$ cat src/rtl/root_disp_pkg.sv
// Shared types and constants for the square-root BCD display block.
package root_disp_pkg;

  typedef enum logic [1:0] {
    IDLE,
    SCALE,
    SHIFT,
    DONE
  } state_t;

  localparam int unsigned SHIFT_COUNT         = 11;
  localparam logic [6:0]  SEG_BLANK           = 7'h7F;
  localparam int unsigned REFRESH_DIV_DEFAULT = 50000;

  // One double-dabble correction: add 3 to every BCD nibble that is 5 or more.
  function automatic logic [15:0] dabble_adjust(input logic [15:0] bcd);
    logic [15:0] r_adj;
    r_adj = bcd;
    for (int unsigned i = 0; i < 4; i++) begin
      if (r_adj[i*4 +: 4] >= 4'd5) r_adj[i*4 +: 4] = r_adj[i*4 +: 4] + 4'd3;
    end
    return r_adj;
  endfunction

endpackage

$ cat src/rtl/root_bcd_display_seg7.sv
// BCD digit to active-low seven-segment pattern, bit order {g,f,e,d,c,b,a}.
module seg7_decoder
  import root_disp_pkg::*;
(
  input  logic [3:0] i_bcd,
  output logic [6:0] o_seg
);

  always_comb begin
    o_seg = SEG_BLANK;
    case (i_bcd)
      4'd0: o_seg = 7'h40;
      4'd1: o_seg = 7'h79;
      4'd2: o_seg = 7'h24;
      4'd3: o_seg = 7'h30;
      4'd4: o_seg = 7'h19;
      4'd5: o_seg = 7'h12;
      4'd6: o_seg = 7'h02;
      4'd7: o_seg = 7'h78;
      4'd8: o_seg = 7'h00;
      4'd9: o_seg = 7'h10;
      default: o_seg = SEG_BLANK;
    endcase
  end

endmodule

$ cat src/rtl/root_bcd_display.sv
// Converts an 8.8 fixed-point root to four BCD digits (TT.hh) and scans them
// onto a multiplexed four-digit active-low seven-segment display.
module root_bcd_display
  import root_disp_pkg::*;
#(
  parameter int unsigned REFRESH_DIV = REFRESH_DIV_DEFAULT
) (
  input  logic        clk,
  input  logic        rst,
  input  logic [15:0] root,
  input  logic        start,
  output logic        busy,
  output logic        done,
  output logic [6:0]  seg,
  output logic [3:0]  an,
  output logic        dp
);

  localparam int unsigned CW = (REFRESH_DIV > 2) ? $clog2(REFRESH_DIV) : 1;

  state_t          r_state;
  state_t          w_next;
  logic [15:0]     r_root;
  logic [26:0]     r_shift;
  logic [3:0]      r_cnt;
  logic [15:0]     r_digits;
  logic [CW-1:0]   r_refresh;
  logic [1:0]      r_idx;

  logic [6:0]      w_frac;
  logic [10:0]     w_value;
  logic [15:0]     w_adj;
  logic [3:0]      w_digit;
  logic [6:0]      w_dec_seg;

  // Fraction to hundredths, truncated: floor(f * 100 / 256).
  assign w_frac  = 7'((16'(r_root[7:0]) * 16'd100) >> 8);
  assign w_value = 11'(r_root[15:8]) * 11'd100 + 11'(w_frac);
  assign w_adj   = dabble_adjust(r_shift[26:11]);

  always_ff @(posedge clk) begin
    if (rst) r_state <= IDLE;
    else     r_state <= w_next;
  end

  always_comb begin
    w_next = r_state;
    case (r_state)
      IDLE:  if (start) w_next = SCALE;
      SCALE: w_next = SHIFT;
      SHIFT: if (r_cnt == 4'(SHIFT_COUNT - 1)) w_next = DONE;
      DONE:  w_next = IDLE;
      default: w_next = IDLE;
    endcase
  end

  always_comb begin
    busy = 1'b0;
    done = 1'b0;
    case (r_state)
      IDLE:    busy = 1'b0;
      SCALE:   busy = 1'b1;
      SHIFT:   busy = 1'b1;
      DONE: begin
        busy = 1'b1;
        done = 1'b1;
      end
      default: busy = 1'b0;
    endcase
  end

  always_ff @(posedge clk) begin
    if (rst) begin
      r_root   <= '0;
      r_shift  <= '0;
      r_cnt    <= '0;
      r_digits <= '0;
    end else begin
      case (r_state)
        IDLE:  if (start) r_root <= root;
        SCALE: begin
          r_shift <= {16'h0000, w_value};
          r_cnt   <= '0;
        end
        SHIFT: begin
          r_shift <= 27'({w_adj, r_shift[10:0]} << 1);
          r_cnt   <= r_cnt + 4'd1;
        end
        DONE:  r_digits <= r_shift[26:11];
        default: ;
      endcase
    end
  end

  // Scan runs leftmost first: index 3 (tens) down to 0 (hundredths).
  always_ff @(posedge clk) begin
    if (rst) begin
      r_refresh <= '0;
      r_idx     <= 2'd3;
    end else if (r_refresh == CW'(REFRESH_DIV - 1)) begin
      r_refresh <= '0;
      r_idx     <= r_idx - 2'd1;
    end else begin
      r_refresh <= r_refresh + CW'(1);
    end
  end

  always_comb begin
    w_digit = r_digits[3:0];
    case (r_idx)
      2'd3: w_digit = r_digits[15:12];
      2'd2: w_digit = r_digits[11:8];
      2'd1: w_digit = r_digits[7:4];
      2'd0: w_digit = r_digits[3:0];
      default: w_digit = r_digits[3:0];
    endcase
  end

  seg7_decoder u_dec (
    .i_bcd (w_digit),
    .o_seg (w_dec_seg)
  );

  always_comb begin
    seg = w_dec_seg;
    if (r_idx == 2'd3 && w_digit == 4'd0) seg = SEG_BLANK;
    an = ~(4'b0001 << r_idx);
    dp = (r_idx == 2'd2) ? 1'b0 : 1'b1;
  end

endmodule
$ cat config.mk
export PLATFORM = sky130hd
export DESIGN_NAME = root_bcd_display
export DESIGN_NICKNAME = d
export VERILOG_FILES = /design/src/rtl/root_disp_pkg.sv /design/src/rtl/root_bcd_display_seg7.sv /design/src/rtl/root_bcd_display.sv
export SDC_FILE = /design/constraint.sdc
export NUM_CORES = 1
export LEC_CHECK = 0
export BUFFER_PORTS_ARGS = -buffer_cell sky130_fd_sc_hd__buf_4
export CAP_MARGIN = 30
export CORE_UTILIZATION = 55
export CTS_CLUSTER_SIZE = 10
export DETAILED_ROUTE_END_ITERATION = 8
export PLACE_DENSITY = 0.85
export SLEW_MARGIN = 30
export SYNTH_ARGS = -nofsm -noshare
export SYNTH_HDL_FRONTEND = slang
export SYNTH_SLANG_ARGS = --single-unit
$ cat constraint.sdc
create_clock -name clk -period 4.3 [get_ports clk]
set_input_delay 0.86 -clock clk [delete_from_list [all_inputs] [get_ports clk]]
set_output_delay 0.86 -clock clk [all_outputs]
set_load 0.01 [all_outputs]
After elaboration in Yosys (flattened, before gate mapping)
Memories as Yosys holds them, arrays and structs flattened. Cells that the tools add are included.

Bits in registers: 83. Latch bits: 0. Bits in writable memories: 0. Bits in read-only memories: 112. Logic and storage cells: 57. Memories kept: 1.

Add/subtract/negate cells: 8. Multipliers: 2. Divide/modulo/power cells: 0. Magnitude comparators: 4. Equality and inequality tests: 10. Shift operators: 1. Multiplexer cells: 14. Bitwise operators: 1. Reductions and logical operators: 9.

Memory list: (no name shown) (words 16, width 7, rd ports 1, clocked after Yosys merged registers in 0, write ports 0, RTL line root_bcd_display_seg7.sv:11) `case (i_bcd)`.

Operator list (number): $pmux W27 S2 (1); $add A16 B1 Y16 const B (1); $eq A16 B16 Y1 const B (1); $ge A4 B3 Y1 const B (4); $pmux W4 S4 (1); $mul A8 B5 Y13 const B (1); $add A4 B2 Y4 const B (3); $mux W4 (3); $add A11 B7 Y11 (1); $mul A8 B5 Y9 const B (1); $eq A2 B2 Y1 const B (4); $pmux W2 S4 (1); $pmux W4 S2 (1); $mux W7 (1); $add A4 B1 Y4 const B (1); $eq A2 B1 Y1 const B (2); $eq A4 B4 Y1 const B (1); $logic_not A2 Y1 (2); $logic_not A4 Y1 (1); $mux W2 (2); $ne A2 B2 Y1 const B (2); $not A4 Y4 (1); $reduce_and A2 Y1 (2); $shl A1 B2 Y4 const A (1); 9 further kinds (10).

Logic depth before layout (Yosys ltp)
Gate-level depths: netlist (run 1).

Depth after elaboration: 5. Gate-level depth with buffers: 18. Gate-level depth less buffers: 18.

Cells and area by module
A second synthesis (run 1) with hierarchy kept.

Cell total of the unflattened synthesis: 609. Area, all modules: 5146.2 µm².

Modules (own cells, without submodules): root_bcd_display (instances 1, cells each 576, area each 4936.0 µm²); seg7_decoder (instances 1, cells each 33, area each 210.2 µm²).

Worst setup path before layout (run 1)
OpenSTA, ideal clock, no wires.

Kind: register to register. Start: register r_root[1]. End: register r_shift[9]. Setup time: 0.132 ns. Arrival: 3.884 ns. Path slack: 0.284 ns. Cell stages (with the launch flop): 17. Clock period less this slack: 4.016 ns. Cells stage by stage: dfxtp_1 > ha_1 > ha_1 > ha_1 > ha_1 > a41o_1 > a21o_1 > a21oi_1 > o21ai_0 > a21o_1 > xor2_1 > ha_1 > nor2_1 > or3_1 > or4_1 > o2111ai_1 > a21oi_1.

Longest elaborated chain between the ends: 3.

Ends and longest elaborated chain: from (decl) (RTL line root_bcd_display.sv:23) `logic [15:0] r_root;`; from (signal assigned) (RTL line root_bcd_display.sv:80) `IDLE: if (start) r_root <= root;`; $mul A8 B5 Y13 (RTL line root_bcd_display.sv:37) `assign w_frac = 7'((16'(r_root[7:0]) * 16'd100) >> 8);`; $add A11 B7 Y11 (RTL line root_bcd_display.sv:38) `assign w_value = 11'(r_root[15:8]) * 11'd100 + 11'(w_frac);`; $pmux W27 S2 (RTL line root_bcd_display.sv:79) `case (r_state)`; to (signal assigned) (RTL line root_bcd_display.sv:82) `r_shift <= {16'h0000, w_value};`; to (signal assigned) (RTL line root_bcd_display.sv:86) `r_shift <= 27'({w_adj, r_shift[10:0]} << 1);`; to (decl) (RTL line root_bcd_display.sv:24) `logic [26:0] r_shift;`.

Every way passes these cells. A chain may end at the register's enable or synchronous reset.

Worst setup path in the final report (run 1)
Same ends and word-level chain as after synthesis.

==> key figures, run 1 <==
Critical path
  • Worst Setup SP: r_root[1]
  • Element type at the critical path end: flop
  • CP Max Fanout: 4
  • Req. time, crit path: 4.52 ns
  • Reg2Reg Depth: 16
  • Crit Path Category: flop to flop
  • Setup crit end: r_shift[9]
  • Worst r2r dst: r_shift[9]
  • Critical R2R Launch: r_root[1]
  • Data arrival time of the critical path: 4.41 ns
  • Reg2Reg Setup Slack: 0.11 ns
  • CP Launch Type: flop

Final layout
  • Layout cells sized above 1: 12.1%
  • Fillers: 670
  • Area delta synth->final: 11.0%
  • Nets: 726
  • Most common cell after layout, fill and taps aside: dfxtp_1
  • ANT cells: 0
  • Commonest cells after routing, fill and taps aside: dfxtp_1, nor2_1, ha_1

CTS
  • Latest clock arrival within the worst-skew pair: 0.36 ns
  • Clock Sinks: 83
  • Cts bufs inserted: 9
  • # H-tree levels: 3
  • CTS tree: done
  • Clk Tree Root Cell: clkbuf_8
  • Clock Path Buffers: 2
  • Post-CTS Hold Fix Bufs: 0
  • Reg clk slew, reported paths: 0.09 ns

Route
  • DRT iter0 DRCs: 237
  • Final wirelength: 10700 um
  • # DRC: 0
  • Post-DRT Antenna Nets: 0
  • DR vias: 4225
  • Vias/cell: 5.67
  • TritonRoute pass-1 iters: 5
  • Drt wl/cell: 14.4 um

Job
  • Max cap viols: 0

Synth
  • Ys Warns: 0
  • Synth Flop Type: dfxtp_1
  • Flops & latches, synth: 83
  • Synthesized netlist cell count: 608
  • Mapped Area: 0.00512 mm2
  • Synth async-reset ratio: 0%
  • Yosys cell types: 52
  • Mean post-synth cell area: 8.43 um2
  • Mapped Nets: 702
  • Post-synth EDFFs: 0
  • Sequential fraction of the synthesis area: 32.4%

Floorplan
  • Die height: 98.5 um
  • Die area: 0.00971 mm2
  • Core Box Area: 0.00889 mm2
  • Die width: 98.5 um
  • Top Ports: 33
  • Site Rows: 34
  • Initial Utilization: 57.6%

Worst hold path
  • Hold Crit Start: r_root[15]
  • Type of the most critical hold path: flop to flop

STA
  • Final setup margin: 0.108 ns
  • Worst Clk Skew: 0.00777 ns
  • Max-slew violation count: 0
  • Tmin final: 4.19 ns
  • Hold Vio Cnt, Final: 0
  • # setup viols final: 0
  • Fmax: 0.239 GHz
  • Setup TNS: 0 ns
  • Final Cycle Share: 97.5%
  • Slew headroom: 48.0%
  • Least-Margin Pin Slew: 0.775 ns

Pwr
  • Lkg Pwr: 2.50 nW
  • Worst vdd ir: 246 uV
  • Total Power: 2.61 mW
  • PwrDens: 460 mW/mm2

Global routing
  • GRT busiest layer: met2
  • Grt ovf: 0
  • Grt met2 use: 41.5%
  • Largest net degree at the start of global routing: 70
  • Global-route wire length before repair: 17900 um
  • Total GRT Usage: 22.6%
  • Antenna violations before repair: 0
  • M1 GR Usage: 26.5%
  • Number of global-route vias before repair: 4080
  • M3 GR Usage: 3.26%

Place
  • PortBufs: 32
  • Routability cong.: 0.841
  • Post-place setup slack: 0.0483 ns
  • Placed wire-length estimate: 7380 um

Status
  • Status: finished, final reports clean
## metal layers
layer,vias to the layer above,share of wire [%]
li1,2115,-
met4,0,2.1
met2,85,51
met3,21,2.8
met5,-,0
met1,2004,44
## synth_stat cells, types with 9 or more instances
master | count | area (um2)
mux2i_1 | 18 | 180
xor2_1 | 17 | 149
o21ai_0 | 23 | 115
nor2_1 | 72 | 270
xnor2_1 | 20 | 175
ha_1 | 69 | 863
a21o_1 | 9 | 67.6
a21oi_1 | 56 | 280
a22oi_1 | 11 | 82.6
nand2_1 | 66 | 248
inv_1 | 50 | 188
nand2b_1 | 9 | 56.3
clkbuf_1 | 18 | 67.6
dfxtp_1 | 83 | 1660
## how the worst min path moves through the flow
stage	endpoint	slack, ns	cells after the start
2_1_floorplan	r_root[14]	0.44	2
3_3_place_gp	r_root[15]	0.44	2
3_5_place_dp	r_root[14]	0.46	2
4_1_cts	r_root[14]	0.48	2
5_1_grt	r_root[15]	0.49	2
6_report	r_root[15]	0.47	2
## per-stage QoR
step | util, % | instance area, um2 | hold slack, ns | instances
2_1_floorplan | - | 5120 | 0.436 | 608
3_3_place_gp | 60.7 | 5400 | 0.444 | 725
3_5_place_dp | 60.7 | 5400 | 0.462 | 725
4_1_cts | 63.3 | 5630 | 0.475 | 741
5_1_grt | 64.0 | 5690 | 0.494 | 745
6_report | 64.0 | 5690 | 0.471 | 745
## cell type report
| type | instances | area, um2 | area share [%] |
|---|---|---|---|
| flip-flops and latches | 83 | 1660 | 29.3 |
| multi-input cells | 448 | 3170 | 55.7 |
| clock buffers | 9 | 124 | 2.18 |
| clock inverters | 7 | 108 | 1.89 |
| inverters | 50 | 188 | 3.30 |
| well taps | 108 | 135 | 2.38 |
| repair buffers | 40 | 300 | 5.28 |
## cell families (layout without fill, tap and decap cells)
family	after synthesis	in the layout	share of synthesized area [%]
adder cells (fa/ha/maj)	75	75	19.2
AO/OA/AOI/OAI	125	125	14.8
buffers and inverters	77	106	6.30
XOR/XNOR	37	37	6.32
flip-flops	83	83	32.4
multiplexers	19	19	3.74
AND/OR/NAND/NOR	192	192	17.2
## registers in the layout (all words and copies together) (netlist names)
| signal | cells |
|---|---|
| r_digits | 16 |
| r_refresh | 16 |
| r_shift | 27 |
| r_cnt | 4 |
| r_root | 16 |
| r_idx | 2 |
| r_state | 2 |
## worst max-delay path: stages, from the launching register on
cell,delay [ns]
dfxtp_2,0.34
ha_1,0.30
ha_1,0.31
ha_1,0.28
ha_1,0.30
a41o_1,0.27
a21o_1,0.20
a21oi_2,0.16
o21ai_0,0.15
a21o_1,0.21
xor2_1,0.15
ha_1,0.35
nor2_1,0.06
or3_1,0.32
or4_1,0.47
o2111ai_1,0.11
a21oi_1,0.09
## repair_timing
item,in CTS,in global routing
gates resized for setup,0,8
setup endpoints to repair,0,5
setup buffers,0,3
## power by group
group | switching (mW) | internal, mW | leakage [nW]
sequential | 0.0661 | 0.852 | 0.674
combinational | 0.636 | 0.413 | 1.71
clock | 0.309 | 0.339 | 0.114
(Power assumes the default switching activity.)
==> run 2, diff against run 1 <==
Settings changed: SETUP_SLACK_MARGIN from default to 0.15.
==> key figures, run 2 (synthesis gave the netlist of run 1 again) <==
STA
  • Hold Slack: 0.472 ns
  • Least-Margin Pin Slew: 0.762 ns
  • Slew headroom: 48.8%
  • Hold Vio Cnt, Final: 0
  • Fmax: 0.241 GHz
  • Setup TNS: 0 ns
  • Final setup margin: 0.150 ns
  • RSZ-0062 raised after global routing: no
  • Worst Clk Skew: 0.0112 ns
  • Max-slew violation count: 0
  • Final Cycle Share: 96.5%
  • Tmin final: 4.15 ns
  • # setup viols final: 0

Pwr
  • Clock Power Share: 24.3%
  • Total Power: 2.67 mW
  • Sequential share of power: 34.5%
  • Worst vdd ir: 309 uV
  • Gate power share: 41.2%
  • Switching power: 1.04 mW
  • Sw Share: 39.0%
  • Cell Int Power: 1.63 mW
  • PwrDens: 462 mW/mm2
  • Lkg Pwr: 2.53 nW

Global routing
  • Antenna violations before repair: 0
  • GRT busiest layer: met2
  • Global-route wire length before repair: 18500 um
  • Grt ovf: 0
  • Number of global-route vias before repair: 4157
  • Total GRT Usage: 23.4%
  • Grt met2 use: 42.9%
  • M3 GR Usage: 3.40%
  • Largest net degree at the start of global routing: 70
  • M1 GR Usage: 27.0%

Floorplan
  • Die width: 98.5 um
  • Site Rows: 34
  • Core Box Area: 0.00889 mm2
  • Die area: 0.00971 mm2
  • Top Ports: 33
  • Initial Utilization: 57.6%
  • Die height: 98.5 um

Critical path
  • CP Launch Type: flop
  • Slowest stage delay, CP: 0.47 ns
  • Data arrival time of the critical path: 4.37 ns
  • Crit path cell chain: ha_1 -> ha_1 -> ha_1 -> ha_1 -> a41o_1 -> a21o_1 -> a21oi_2 -> o21ai_1 -> a21o_1 -> xor2_1 -> ha_2 -> nor2_1 -> or3_1 -> or4_1 -> o2111ai_1 -> a21oi_1
  • Crit Path Category: flop to flop
  • Most numerous cell on the critical path: ha_1
  • CP max stage cell: or4_1
  • Element type at the critical path end: flop
  • Req. time, crit path: 4.52 ns
  • CP Max Fanout: 5

Final layout
  • Final core occ: 65.0%
  • Layout cells sized above 1: 13.9%
  • Footprint of the multi-input gates: 0.00323 mm2
  • Commonest cells after routing, fill and taps aside: dfxtp_1, nor2_1, nand2_1
  • Fillers: 647
  • ANT cells: 0
  • Max reg flops: 27
  • Nets: 730
  • Register area: 0.00167 mm2
  • Area delta synth->final: 12.8%
  • Most common cell after layout, fill and taps aside: dfxtp_1
  • Biggest register: r_shift

Route
  • Vias/cell: 5.73
  • # DRC: 0
  • DRT iter0 DRCs: 294
  • Final wirelength: 11200 um
  • Post-DRT Antenna Nets: 0
  • DR vias: 4294
  • Drt wl/cell: 14.9 um
  • TritonRoute pass-1 iters: 5

CTS
  • Reg clk slew, reported paths: 0.09 ns
  • Cts bufs inserted: 9
  • Clock Sinks: 83
  • Clock Path Buffers: 2
  • Clk Tree Root Cell: clkbuf_8
  • Latest clock arrival within the worst-skew pair: 0.36 ns
  • # H-tree levels: 3
  • Post-CTS Hold Fix Bufs: 0
  • CTS tree: done

Place
  • PortBufs: 32
  • Routability cong.: 0.841
  • Placed wire-length estimate: 7380 um
  • Post-place setup slack: 0.0483 ns

Worst hold path
  • Type of the most critical hold path: flop to flop

Job
  • Max cap viols: 0

Status
  • Status: finished, final reports clean
[run 2: cell count changes in the layout (fill, tap and decap cells not counted), sizes merged]
cell  before  now
buf       39   43
[run 2: through the flow]
| step | area (um2) | std cells |
|---|---|---|
| after floorplan | 5120 | 608 |
| after global placement | 5400 | 725 |
| after detailed placement | 5400 | 725 |
| after CTS | 5680 | 744 |
| after global routing | 5780 | 749 |
| final | 5780 | 749 |
[run 2: final timing paths]
| check | slack (ns) | depth (start not counted) | startpoint | to |
|---|---|---|---|---|
| setup / recovery | 0.15 | 16 | r_root[1] | r_shift[9] |
| hold / removal | 0.47 | 2 | r_root[15] | r_root[15] |
| setup reg to reg | 0.15 | 16 | r_root[1] | r_shift[9] |
| hold reg to reg | 0.47 | 2 | r_root[15] | r_root[15] |
[run 2: timing repair]
item / 4_1_cts / 5_1_grt
gates resized for setup: 7 / 13
pin swaps: 5 / 9
setup buffers: 3 / 4
setup endpoints to repair: 5 / 5
[run 2: power by group through the flow]
stage / Combinational, mW / Clock (mW) / Sequential [mW]
global placement: 0.944 / 0 / 0.927
CTS: 1.03 / 0.657 / 0.916
floorplan: 0.769 / 0 / 0.914
finish: 1.10 / 0.650 / 0.920
detailed placement: 0.991 / 0 / 0.934
global route: 1.22 / 0.690 / 0.929
[run 2: final cells by class]
| cell class | instances | area share, % |
|---|---|---|
| Timing Repair Buffer | 44 | 5.71 |
| Clock inverter | 7 | 1.86 |
| Multi-Input combinational cell | 448 | 55.9 |
| Tap cell | 108 | 2.34 |
| Inverter | 50 | 3.25 |
| Sequential cell | 83 | 28.8 |
| Clock buffer | 9 | 2.14 |
[run 2: critical path: cells and delay by family (launching register included)]
| family | cells | cell delay, ns |
|---|---|---|
| AO/OA/AOI/OAI | 7 | 1.08 |
| XOR/XNOR | 1 | 0.23 |
| adder cells (fa/ha/maj) | 5 | 1.49 |
| flip-flops | 1 | 0.34 |
| AND/OR/NAND/NOR | 3 | 0.87 |
[run 2: metal layers]
| metal | wire, um | vias up |
|---|---|---|
| met5 | 0 | - |
| met3 | 365 | 27 |
| met1 | 4760 | 2043 |
| met4 | 265 | 0 |
| met2 | 5770 | 102 |
| li1 | - | 2122 |
==> run 3, diff against run 2 <==
Settings changed: ABC_AREA from default to 1, CORE_UTILIZATION 55 to 56, PLACE_DENSITY 0.85 to 0.86, RECOVER_POWER from default to 25.
==> key figures, run 3 <==
CTS
  • # H-tree levels: 3
  • Clock Sinks: 83
  • CTS tree: done
  • Clock Path Buffers: 2
  • Latest clock arrival within the worst-skew pair: 0.36 ns
  • Clk Tree Root Cell: clkbuf_8
  • Post-CTS Setup Inserts: 0
  • Post-CTS sizing: 0
  • Cts bufs inserted: 9
  • Reg clk slew, reported paths: 0.08 ns
  • Post-CTS Hold Fix Bufs: 0

Synth
  • Sequential fraction of the synthesis area: 31.6%
  • Flops & latches, synth: 83
  • Synthesized netlist cell count: 717
  • List of most frequent post-synthesis cells: nand2_1, inv_1, dfxtp_1
  • Mapped Area: 0.00527 mm2
  • Mapped Nets: 811
  • Synth Flop Type: dfxtp_1
  • Synth top area share: 31.6%
  • Top cell type by total area after synthesis: dfxtp_1
  • Synth async-reset ratio: 0%
  • Mean post-synth cell area: 7.34 um2
  • Synth top area cells: dfxtp_1, ha_1, nand2_1, inv_1, a21oi_1
  • Ys Warns: 0
  • Post-synth EDFFs: 0
  • Yosys cell types: 45
  • Most common cell in the netlist: nand2_1

Critical path
  • Slowest stage delay, CP: 0.50 ns
  • CP Max Fanout: 4
  • Data arrival time of the critical path: 4.02 ns
  • Worst r2r dst: r_shift[10]
  • Reg2Reg Setup Slack: 0.46 ns
  • CP Launch Type: flop
  • Req. time, crit path: 4.48 ns
  • Crit path cell chain: ha_1 -> ha_1 -> inv_1 -> fa_1 -> inv_1 -> ha_1 -> a21oi_1 -> o21a_1 -> o21ai_2 -> nand3_1 -> nand2_1 -> xor2_1 -> ha_1 -> inv_1 -> nor2_1 -> nand3_1 -> nand3_1 -> nand2_1 -> nor2_1 -> nand2_1 -> nand3_1 -> a21oi_1
  • CP max stage cell: fa_1
  • Crit Path Category: flop to flop
  • Critical R2R Launch: r_root[4]
  • Element type at the critical path end: flop
  • Reg2Reg Depth: 22

Route
  • DRT iter0 DRCs: 142
  • TritonRoute pass-1 iters: 4
  • DR vias: 4664
  • Post-DRT Antenna Nets: 0
  • Final wirelength: 10800 um
  • Vias/cell: 5.43
  • # DRC: 0
  • Drt wl/cell: 12.6 um

Floorplan
  • Die area: 0.00979 mm2
  • Die width: 99.0 um
  • Initial Utilization: 57.5%
  • Site Rows: 35
  • Top Ports: 33
  • Core Box Area: 0.00915 mm2
  • Die height: 99.0 um

Final layout
  • Layout cells sized above 1: 10.3%
  • Fillers: 751
  • ANT cells: 0
  • Area delta synth->final: 9.81%
  • Commonest cells after routing, fill and taps aside: nand2_1, inv_1, dfxtp_1
  • Biggest register: r_shift
  • Most common cell after layout, fill and taps aside: nand2_1
  • Post-Layout Cell Count: 859
  • Final core occ: 63.2%
  • Max reg flops: 27
  • Fin area: 0.00578 mm2
  • Nets: 837

STA
  • Fmax: 0.260 GHz
  • Slew headroom: 6.26%
  • Final setup margin: 0.459 ns
  • Setup TNS: 0 ns
  • Worst Clk Skew: 0.00849 ns
  • Tmin final: 3.84 ns
  • # setup viols final: 0
  • Least-Margin Pin Slew: 1.41 ns
  • Hold Vio Cnt, Final: 0
  • Hold Slack: 0.467 ns
  • RSZ-0062 raised after global routing: no
  • Max-slew violation count: 0
  • Final Cycle Share: 89.3%

Global routing
  • Grt ovf: 0
  • Largest net degree at the start of global routing: 34
  • Number of global-route vias before repair: 4584
  • Total GRT Usage: 23.6%
  • Antenna violations before repair: 0
  • Global-route wire length before repair: 19100 um

Pwr
  • Cell Int Power: 1.78 mW
  • Worst vdd ir: 372 uV
  • Clock Power Share: 20.1%
  • Gate power share: 48.6%
  • Sw Share: 42.7%
  • Total Power: 3.11 mW
  • Lkg Pwr: 2.64 nW
  • Switching power: 1.33 mW
  • PwrDens: 537 mW/mm2
  • Sequential share of power: 31.3%

Worst hold path
  • Type of the most critical hold path: flop to flop
  • WHS Endpoint: r_refresh[0]
  • Hold Crit Start: r_refresh[0]
  • Hold depth: 1

Status
  • Status: finished, final reports clean

Place
  • Post-place setup slack: 0.529 ns
  • PortBufs: 32
  • Placed wire-length estimate: 8330 um
  • Placed Cells: 843
  • Routability cong.: 0.811
  • Dpl cell area: 0.00557 mm2

Job
  • Max cap viols: 0
==> run 3: per-layer routing <==
metal	routed length (um)	track usage, %	up-vias
li1	-	-	2405
met1	4870	28.0	2178
met2	5530	43.5	61
met3	197	2.20	20
met4	235	9.87	0
met5	0	0	-
==> run 3: power by group through the flow <==
stage	Clock (mW)	Combinational (mW)	Sequential [mW]
floorplan	0	1.15	0.959
global placement	0	1.41	0.980
detailed placement	0	1.50	0.985
CTS	0.634	1.51	0.969
global route	0.662	1.73	0.987
finish	0.625	1.51	0.972
==> run 3: how the worst max path moves through the flow <==
stage | start | end | slack, ns | cells past startpoint
2_1_floorplan | r_root[3] | r_shift[10] | 0.85 | 22
3_3_place_gp | r_root[3] | r_shift[10] | 0.69 | 22
3_5_place_dp | r_root[4] | r_shift[10] | 0.53 | 22
4_1_cts | r_root[4] | r_shift[10] | 0.51 | 22
5_1_grt | r_root[4] | r_shift[10] | 0.17 | 22
6_report | r_root[4] | r_shift[10] | 0.46 | 22
==> run 3: cell families (layout without fill, tap and decap cells) <==
family                     after synthesis  in the layout  share of synthesized area (%)
AOI/OAI and AO/OA                      149            149                           15.2
xor gates and xnor gates                11             11                           1.83
adders and majority gates               75             75                           18.7
buffers and inverters                  126            157                           9.32
DFF                                     83             83                           31.6
and+or+nand+nor                        273            273                           23.4
==> run 3: layout make-up <==
| class | count | area (um2) | share of cell area, % |
|---|---|---|---|
| Tap cell | 111 | 139 | 2.40 |
| Timing Repair Buffer | 33 | 240 | 4.15 |
| Multi-Input combinational cell | 508 | 3110 | 53.8 |
| Clock inverter | 7 | 98.8 | 1.71 |
| Clock buffer | 9 | 124 | 2.14 |
| Inverter | 108 | 405 | 7.01 |
| Sequential cell | 83 | 1660 | 28.7 |
==> run 3: worst max-delay path, delay by kind of cell (launching register included) <==
kind	cells	cell delay, ns
flops	1	0.40
simple gates	9	0.80
compound gates	4	0.45
fa+ha+maj	5	1.70
buf+inv	3	0.16
xor+xnor	1	0.15
